**config.mk**
```make
export PLATFORM = sky130hd
export DESIGN_NAME = voice_mixer
export DESIGN_NICKNAME = d
export VERILOG_FILES = /design/src/rtl/voice_mixer.sv
export SDC_FILE = /design/constraint.sdc
export NUM_CORES = 1
export LEC_CHECK = 0
export BUFFER_PORTS_ARGS = -buffer_cell sky130_fd_sc_hd__buf_2
export CAP_MARGIN = 20
export CORE_MARGIN = 2
export CORE_UTILIZATION = 62
export DETAILED_ROUTE_END_ITERATION = 6
export PLACE_DENSITY_LB_ADDON = 0.08
export SETUP_SLACK_MARGIN = 0.4
export SKIP_LAST_GASP = 1
export SLEW_MARGIN = 20
export SYNTH_ARGS = -nofsm -noshare
export SYNTH_HDL_FRONTEND = slang
export SYNTH_SLANG_ARGS = --single-unit
```
**constraint.sdc**
```tcl
create_clock -name clk -period 5.7 [get_ports clk]
set_clock_uncertainty 0.15 [all_clocks]
set_input_delay 1.14 -clock clk [delete_from_list [all_inputs] [get_ports clk]]
set_output_delay 1.14 -clock clk [all_outputs]
set_load 0.02 [all_outputs]
```
**src/rtl/voice_mixer.sv**
```systemverilog
// Multi-voice mixer: per-voice gain/mute accumulation, master volume, saturation to DAC code.
// Optional sticky clip indicator enabled by defining MIXER_CLIP_FLAG_EN.
//
// state | meaning
// IDLE  | waiting for sample_tick, inputs snapshotted on accept
// ACCUM | one voice per cycle added into the signed accumulator
// SCALE | phase 0: multiply by master volume; phase 1: shift, saturate, publish
module voice_mixer #(
  parameter int NUM_VOICES = 3,
  parameter int VOICE_W    = 12
) (
  input  logic                           clk,
  input  logic                           rst_n,
  input  logic [NUM_VOICES*VOICE_W-1:0]  voice_in,
  input  logic [NUM_VOICES*4-1:0]        gain,
  input  logic [NUM_VOICES-1:0]          mute,
  input  logic [3:0]                     master_vol,
  input  logic                           sample_tick,
`ifdef MIXER_CLIP_FLAG_EN
  input  logic                           clip_clr,
  output logic                           clip_flag,
`endif
  output logic [VOICE_W-1:0]             mix_out,
  output logic                           mix_valid,
  output logic                           busy
);

  localparam int TW = VOICE_W + 5;
  localparam int AW = VOICE_W + 5 + $clog2(NUM_VOICES);
  localparam int PW = AW + 5;
  localparam int IW = (NUM_VOICES > 1) ? $clog2(NUM_VOICES) : 1;
  localparam logic [IW-1:0] LAST_IDX = IW'(NUM_VOICES - 1);
  localparam logic [VOICE_W-1:0] MID = {1'b1, {(VOICE_W-1){1'b0}}};
  localparam logic signed [PW-1:0] SAT_HI = PW'((2 ** (VOICE_W - 1)) - 1);
  localparam logic signed [PW-1:0] SAT_LO = -SAT_HI - PW'(1);

  typedef enum logic [1:0] {IDLE, ACCUM, SCALE} state_t;

  state_t                          state;
  logic [IW-1:0]                   idx;
  logic signed [AW-1:0]            acc;
  logic signed [PW-1:0]            prod;
  logic                            phase;
  logic                            ready;
  logic [NUM_VOICES*VOICE_W-1:0]   voice_r;
  logic [NUM_VOICES*4-1:0]         gain_r;
  logic [NUM_VOICES-1:0]           mute_r;
  logic [3:0]                      mvol_r;

  logic [VOICE_W-1:0]              v_sel;
  logic [3:0]                      g_sel;
  logic                            m_sel;
  logic [3:0]                      g_eff;
  logic signed [VOICE_W-1:0]       diff;
  logic signed [TW-1:0]            term;
  logic signed [AW-1:0]            acc_next;
  logic signed [PW-1:0]            scaled;
  logic signed [PW-1:0]            sat_full;
  logic                            clipped;

  always_comb begin
    v_sel = '0;
    g_sel = '0;
    m_sel = 1'b0;
    for (int k = 0; k < NUM_VOICES; k++) begin
      if (idx == IW'(k)) begin
        v_sel = voice_r[k*VOICE_W +: VOICE_W];
        g_sel = gain_r[k*4 +: 4];
        m_sel = mute_r[k];
      end
    end
    // Offset-binary to two's complement is just an MSB flip.
    diff     = $signed({~v_sel[VOICE_W-1], v_sel[VOICE_W-2:0]});
    g_eff    = m_sel ? 4'd0 : g_sel;
    term     = TW'(diff) * TW'({1'b0, g_eff});
    acc_next = acc + AW'(term);
    scaled   = prod >>> 8;
    clipped  = 1'b0;
    sat_full = scaled;
    if (scaled > SAT_HI) begin
      sat_full = SAT_HI;
      clipped  = 1'b1;
    end else if (scaled < SAT_LO) begin
      sat_full = SAT_LO;
      clipped  = 1'b1;
    end
  end

  always_ff @(posedge clk) begin
    if (!rst_n) begin
      state     <= IDLE;
      idx       <= '0;
      acc       <= '0;
      prod      <= '0;
      phase     <= 1'b0;
      ready     <= 1'b0;
      voice_r   <= '0;
      gain_r    <= '0;
      mute_r    <= '0;
      mvol_r    <= '0;
      mix_out   <= MID;
      mix_valid <= 1'b0;
      busy      <= 1'b0;
    end else begin
      ready     <= 1'b1;
      mix_valid <= 1'b0;
      case (state)
        IDLE: begin
          // ready blocks a tick in the first cycle after reset release
          if (sample_tick && ready) begin
            voice_r <= voice_in;
            gain_r  <= gain;
            mute_r  <= mute;
            mvol_r  <= master_vol;
            acc     <= '0;
            idx     <= '0;
            phase   <= 1'b0;
            busy    <= 1'b1;
            state   <= ACCUM;
          end
        end
        ACCUM: begin
          acc <= acc_next;
          if (idx == LAST_IDX) begin
            idx   <= '0;
            state <= SCALE;
          end else begin
            idx <= idx + IW'(1);
          end
        end
        SCALE: begin
          if (!phase) begin
            prod  <= PW'(acc) * PW'(mvol_r);
            phase <= 1'b1;
          end else begin
            mix_out   <= {~sat_full[VOICE_W-1], sat_full[VOICE_W-2:0]};
            mix_valid <= 1'b1;
            busy      <= 1'b0;
            phase     <= 1'b0;
            state     <= IDLE;
          end
        end
        default: state <= IDLE;
      endcase
    end
  end

`ifdef MIXER_CLIP_FLAG_EN
  always_ff @(posedge clk) begin
    if (!rst_n) begin
      clip_flag <= 1'b0;
    end else if (state == SCALE && phase && clipped) begin
      clip_flag <= 1'b1;
    end else if (clip_clr) begin
      clip_flag <= 1'b0;
    end
  end
`endif

endmodule

```
=== After elaboration in Yosys (flattened, before gate mapping) ===
Cells that the tools add are included.
W data, S select, Z words.

* Register bits after elaboration: 118
* Bits in latches: 0
* Bits in writable memories: 0
* Bits in read-only memories: 0
* Output and inout bits: 14
* Logic and storage cells: 71
* Memories kept: 0

* Add/subtract/negate cells: 2
* Multipliers: 2
* Divide/modulo/power cells: 0
* $lt $le $gt $ge: 2
* Equal/unequal tests: 7
* Shifts and indexed selects: 0
* Mux-type cells: 29
* Bitwise operators: 3
* Reduce and logical (&&, ||, !) cells: 13

{| class="wikitable"
|+ Operators with widths
! cell !! count
|-
| $mux W12 || 5
|-
| $pmux W19 S2 || 1
|-
| $mul A19 B5 Y24 || 1
|-
| $add A19 B17 Y19 || 1
|-
| $mux W19 || 1
|-
| $mul A12 B5 Y17 || 1
|-
| $gt A16 B12 Y1 const B || 1
|-
| $lt A16 B12 Y1 const B || 1
|-
| $mux W4 || 4
|-
| $reduce_and A2 Y1 || 6
|-
| $mux W2 || 5
|-
| $mux W1 || 9
|-
| $ne A2 B2 Y1 const B || 3
|-
| $pmux W2 S3 || 1
|-
| $reduce_and A3 Y1 || 2
|-
| $eq A2 B1 Y1 const B || 2
|-
| $eq A2 B2 Y1 const B || 2
|-
| $logic_not A2 Y1 || 2
|-
| $pmux W1 S2 || 2
|-
| $pmux W2 S2 || 1
|-
| $reduce_bool A2 Y1 || 2
|-
| $not A1 Y1 || 3
|-
| $add A2 B1 Y2 const B || 1
|-
| $logic_and A1 B1 Y1 || 1
|}

=== Logic depth before layout (Yosys ltp) ===
* Depth in word-level cells: 8
* Mapped depth: 21
* Mapped depth without buffers: 19

=== Worst setup path before layout ===
OpenSTA, ideal clock, no wires.

* Kind: register -> register
* Start: reg idx[1]
* End: reg acc[15]
* Setup time: 0.062 ns
* Data arrival time: 4.714 ns
* Required time: 5.488 ns
* Setup slack: 0.774 ns
* Cell stages (with the launch flop): 19
* Path buffers: 3
* Period minus slack after synthesis: 4.926 ns
* Path through: dfxtp_1 -> buf_2 -> buf_1 -> clkbuf_1 -> o22a_1 -> nor2_1 -> fa_1 -> inv_1 -> fa_1 -> fa_1 -> inv_1 -> ha_1 -> o21ai_0 -> o21ai_1 -> a31oi_1 -> o31a_2 -> nor2_1 -> or4_1 -> nand3_1

* Longest elaborated chain between the ends: 8

{| class="wikitable"
|+ Ends and longest elaborated chain
! element !! line !! RTL
|-
| start, declared || 40 || <nowiki>logic [IW-1:0] idx;</nowiki>
|-
| start signal, assigned || 128 || <nowiki>idx <= idx + IW'(1);</nowiki>
|-
| $logic_not A2 Y1 || 66 || <nowiki>if (idx == IW'(k)) begin</nowiki>
|-
| $mux W4, or another cell as far along (3 in series) || 66 ||
|-
| $mux W4 or $not A1 Y1 (tied branches) || 74, 73 ||
|-
| $mul A12 B5 Y17 (*) || 75 || <nowiki>term = TW'(diff) * TW'({1'b0, g_eff});</nowiki>
|-
| $add A19 B17 Y19 (*) || 76 || <nowiki>acc_next = acc + AW'(term);</nowiki>
|-
| $pmux W19 S2 (*) || 107 || <nowiki>case (state)</nowiki>
|-
| end signal, assigned || 123 || <nowiki>acc <= acc_next;</nowiki>
|-
| end, declared || 41 || <nowiki>logic signed [AW-1:0] acc;</nowiki>
|}

Every way passes the cells marked *; elsewhere a longest branch is shown, timed or not.
A chain may end at the register's enable or synchronous reset.

=== Worst setup path in the final report ===
Same ends and word-level chain as after synthesis.

==> results.toml <==
[cells_and_area]
drive_gt1_frac = 0.0933
layout_common_cells = "nand2_1, inv_1, a21oi_1"
postLayoutCoreUtil = 0.684
nets = 1482
design_area_sq_um = 10400
n_antenna_cell = 0
syn_to_final_growth_pct = 8.26
mostFrequentLayoutCell = "nand2_1"

[timing]
tightest_slew_ns = 0.935
slew_violations = 0
finalSetupTns_ns = 0
rsz0062_at_grt = "false"
hold_violations = 0
setup_viol = 0
max_freq_mhz = 198
period_minus_slack_ns = 5.04
maxSlewHeadroom = 0.373
post-route-period-util = 0.885

[logic_synthesis]
synth_edf_count = 0
synth.yosys.seq_area_share = 0.230
synth_top_family_by_area = "adder cells"
avgSynthCellArea_sq_um = 7.85
synth_area_leaders = "dfxtp_1, fa_1, ha_1"
synth_xor_area_frac = 0.0229
ys.flop_type = "dfxtp_1"
ys_types = 59
ys_ff_latch = 110
synthAdderAreaFrac = 0.279
synth_top_area_share = 0.230
yosys.area.top_type = "dfxtp_1"
postSynthCellCount = 1220
netlist_area_sq_um = 9570
synth_compound_area_frac = 0.151
muxShareOfSynthArea = 0.0256
async_reset_ff_frac = 0
synthSimpleGateAreaFrac = 0.199
yosys_warnings = 0
synth_nets = 1442

[placed_design]
port_buffers = 71
place_area_sq_um = 10000
place_congestion = 0.896
dpl.hpwl_mm = 16.8

[min_path]
min_from = "mix_out[8]$_SDFFE_PN0P_"
hold_path.class = "register to register"
hold_end = "mix_out[8]$_SDFFE_PN0P_"
whs_path_depth = 2

[cts]
cts_buffers = 9
cts.reportedPaths.clkPinSlew_ns = 0.08
htreeDepth = 3
clockBufferDepth = 2
cts_tree = "done"
cts_num_sinks = 110
cts_root_buffer = "clkbuf_16"
clock_latency_ns = 0.37

[grt]
grt_use_met3 = 0.0522
grt_pass1_wl_mm = 36.3
grt_use_total = 0.274
antenna_found_initial = 0
grt_use_met2 = 0.469
grt_pass1_vias = 7718
gr-max-usage-layer = "met2"
grt.met1_usage = 0.357
grt_max_degree = 87
grt_overflow = 0

[floorplanning]
rows = 45
die_x_microns = 128
ioPinCount = 72
die_area_sq_um = 16400
core_area_sq_um = 15100
dieHeight_microns = 128
start_util = 0.632

[route]
drc = 0
avgViaCountPerCell = 5.47
drtIter0Drc = 507
wl_per_cell_microns = 14.7
ant_nets = 0
wirelength_mm = 21.4
num_vias = 7951
dr.pass1.iters = 5

[worst_setup_path]
cp.required_ns = 5.86
start_kind = "register"
ff2ff_setup_slack_ns = 0.66
r2r-end = "acc[15]$_SDFFE_PN0P_"
rr_startpoint = "idx[1]$_SDFFE_PN0P_"
crit_type = "register to register"
crit_fanout = 11
cp-end-kind = "register"
worstPathArrival_ns = 5.20
rr_worst_depth = 17

[power_and_ir_drop]
power_density_nw_per_um2 = 173
irDropWorstVdd_uv = 170
p_leak_nw = 5.02

[outcome]
status = "finished, final reports clean"

[flow_run]
cap_viol_max_count = 0
## state kept, by name, summed over array words and instances (netlist names)
signal / count
voice_r: 36
acc: 19
prod: 16
gain_r: 12
mix_out: 12
mvol_r: 4
mute_r: 3
idx: 2
state: 2
busy: 1
mix_valid: 1
phase: 1
ready: 1
## critical path: stages, from the launching register on
cell      delay (ns)
dfxtp_2         0.47
buf_4           0.25
nand3b_1        0.13
o21ai_0         0.25
or2_2           0.47
fa_1            0.53
inv_1           0.05
fa_1            0.47
inv_1           0.05
fa_1            0.52
inv_1           0.04
ha_1            0.35
a21o_1          0.19
a21oi_1         0.23
o31a_2          0.24
nor2_1          0.06
or4_1           0.46
nand3_1         0.09
## worst max path at each step
stage                              startpoint                   end  cells past startpoint
final                     idx[1]$_SDFFE_PN0P_  acc[15]$_SDFFE_PN0P_                     17
after global placement    idx[1]$_SDFFE_PN0P_  acc[15]$_SDFFE_PN0P_                     17
after CTS                 idx[1]$_SDFFE_PN0P_  acc[15]$_SDFFE_PN0P_                     17
after global routing      idx[1]$_SDFFE_PN0P_  acc[15]$_SDFFE_PN0P_                     18
after detailed placement  idx[1]$_SDFFE_PN0P_  acc[15]$_SDFFE_PN0P_                     17
after floorplan           idx[1]$_SDFFE_PN0P_  acc[15]$_SDFFE_PN0P_                     18
## per-stage QoR
| step | total power [W] | setup slack [ns] | std cells | hold slack (ns) |
|---|---|---|---|---|
| 6_report | 0.00179 | 0.656 | 1453 | 0.281 |
| 5_1_grt | 0.00188 | 0.419 | 1453 | 0.313 |
| 4_1_cts | 0.00180 | 0.452 | 1453 | 0.286 |
| 3_5_place_dp | 0.00113 | 0.475 | 1437 | 0.274 |
| 3_3_place_gp | 0.00113 | 0.588 | 1437 | 0.270 |
| 2_1_floorplan | 0.00105 | 0.774 | 1220 | 0.270 |
## cell families (layout without fill, tap and decap cells)
logic type                 Yosys count  in the layout
adders and majority gates          164            164
xor gates and xnor gates            25             25
DFF                                110            110
muxes                               24             24
and+or+nand+nor                    425            425
buffers and inverters              237            282
AOI/OAI and AO/OA                  235            235
## cell usage after synthesis (23+ instances only)
| cell | number |
|---|---|
| o21ai_0 | 34 |
| nand2_1 | 211 |
| nand3_1 | 26 |
| ha_1 | 82 |
| inv_1 | 185 |
| fa_1 | 82 |
| dfxtp_1 | 110 |
| clkbuf_1 | 42 |
| mux2i_1 | 23 |
| nor2_1 | 80 |
| and2_1 | 58 |
| a21oi_1 | 110 |
## where the power goes
group / total, W / leakage, nW / internal [W] / switching, W
Clock: 0.000672 / 0.151 / 0.000351 / 0.000321
Combinational: 0.000297 / 3.97 / 0.000112 / 0.000185
Sequential: 0.000824 / 0.894 / 0.000794 / 0.0000301
Total: 0.00179 / 5.02 / 0.00126 / 0.000536
## metal layers
metal	vias up	share of wire
met2	187	0.48
met3	30	0.048
li1	4019	-
met1	3715	0.45
met5	-	0
met4	0	0.018
## final cells by class
type                       instances  area (sq um)
clock buffer                      10           229
sequential                       110          2200
multi-input combinational        873          6490
clock inverter                     6          78.8
timing repair buffer              81           434
tap                              188           235
inverter                         185           694
fill                            1311          4780
## what timing repair did
| action | in CTS | in global routing |
|---|---|---|
| hold buffers | 0 | 0 |
| gates resized for setup | 0 | 4 |
| endpoints found under the setup margin | 0 | 7 |
| hold endpoints to repair | 0 | 0 |
| buffers inserted | 0 | 0 |
(Power assumes the default switching activity.)
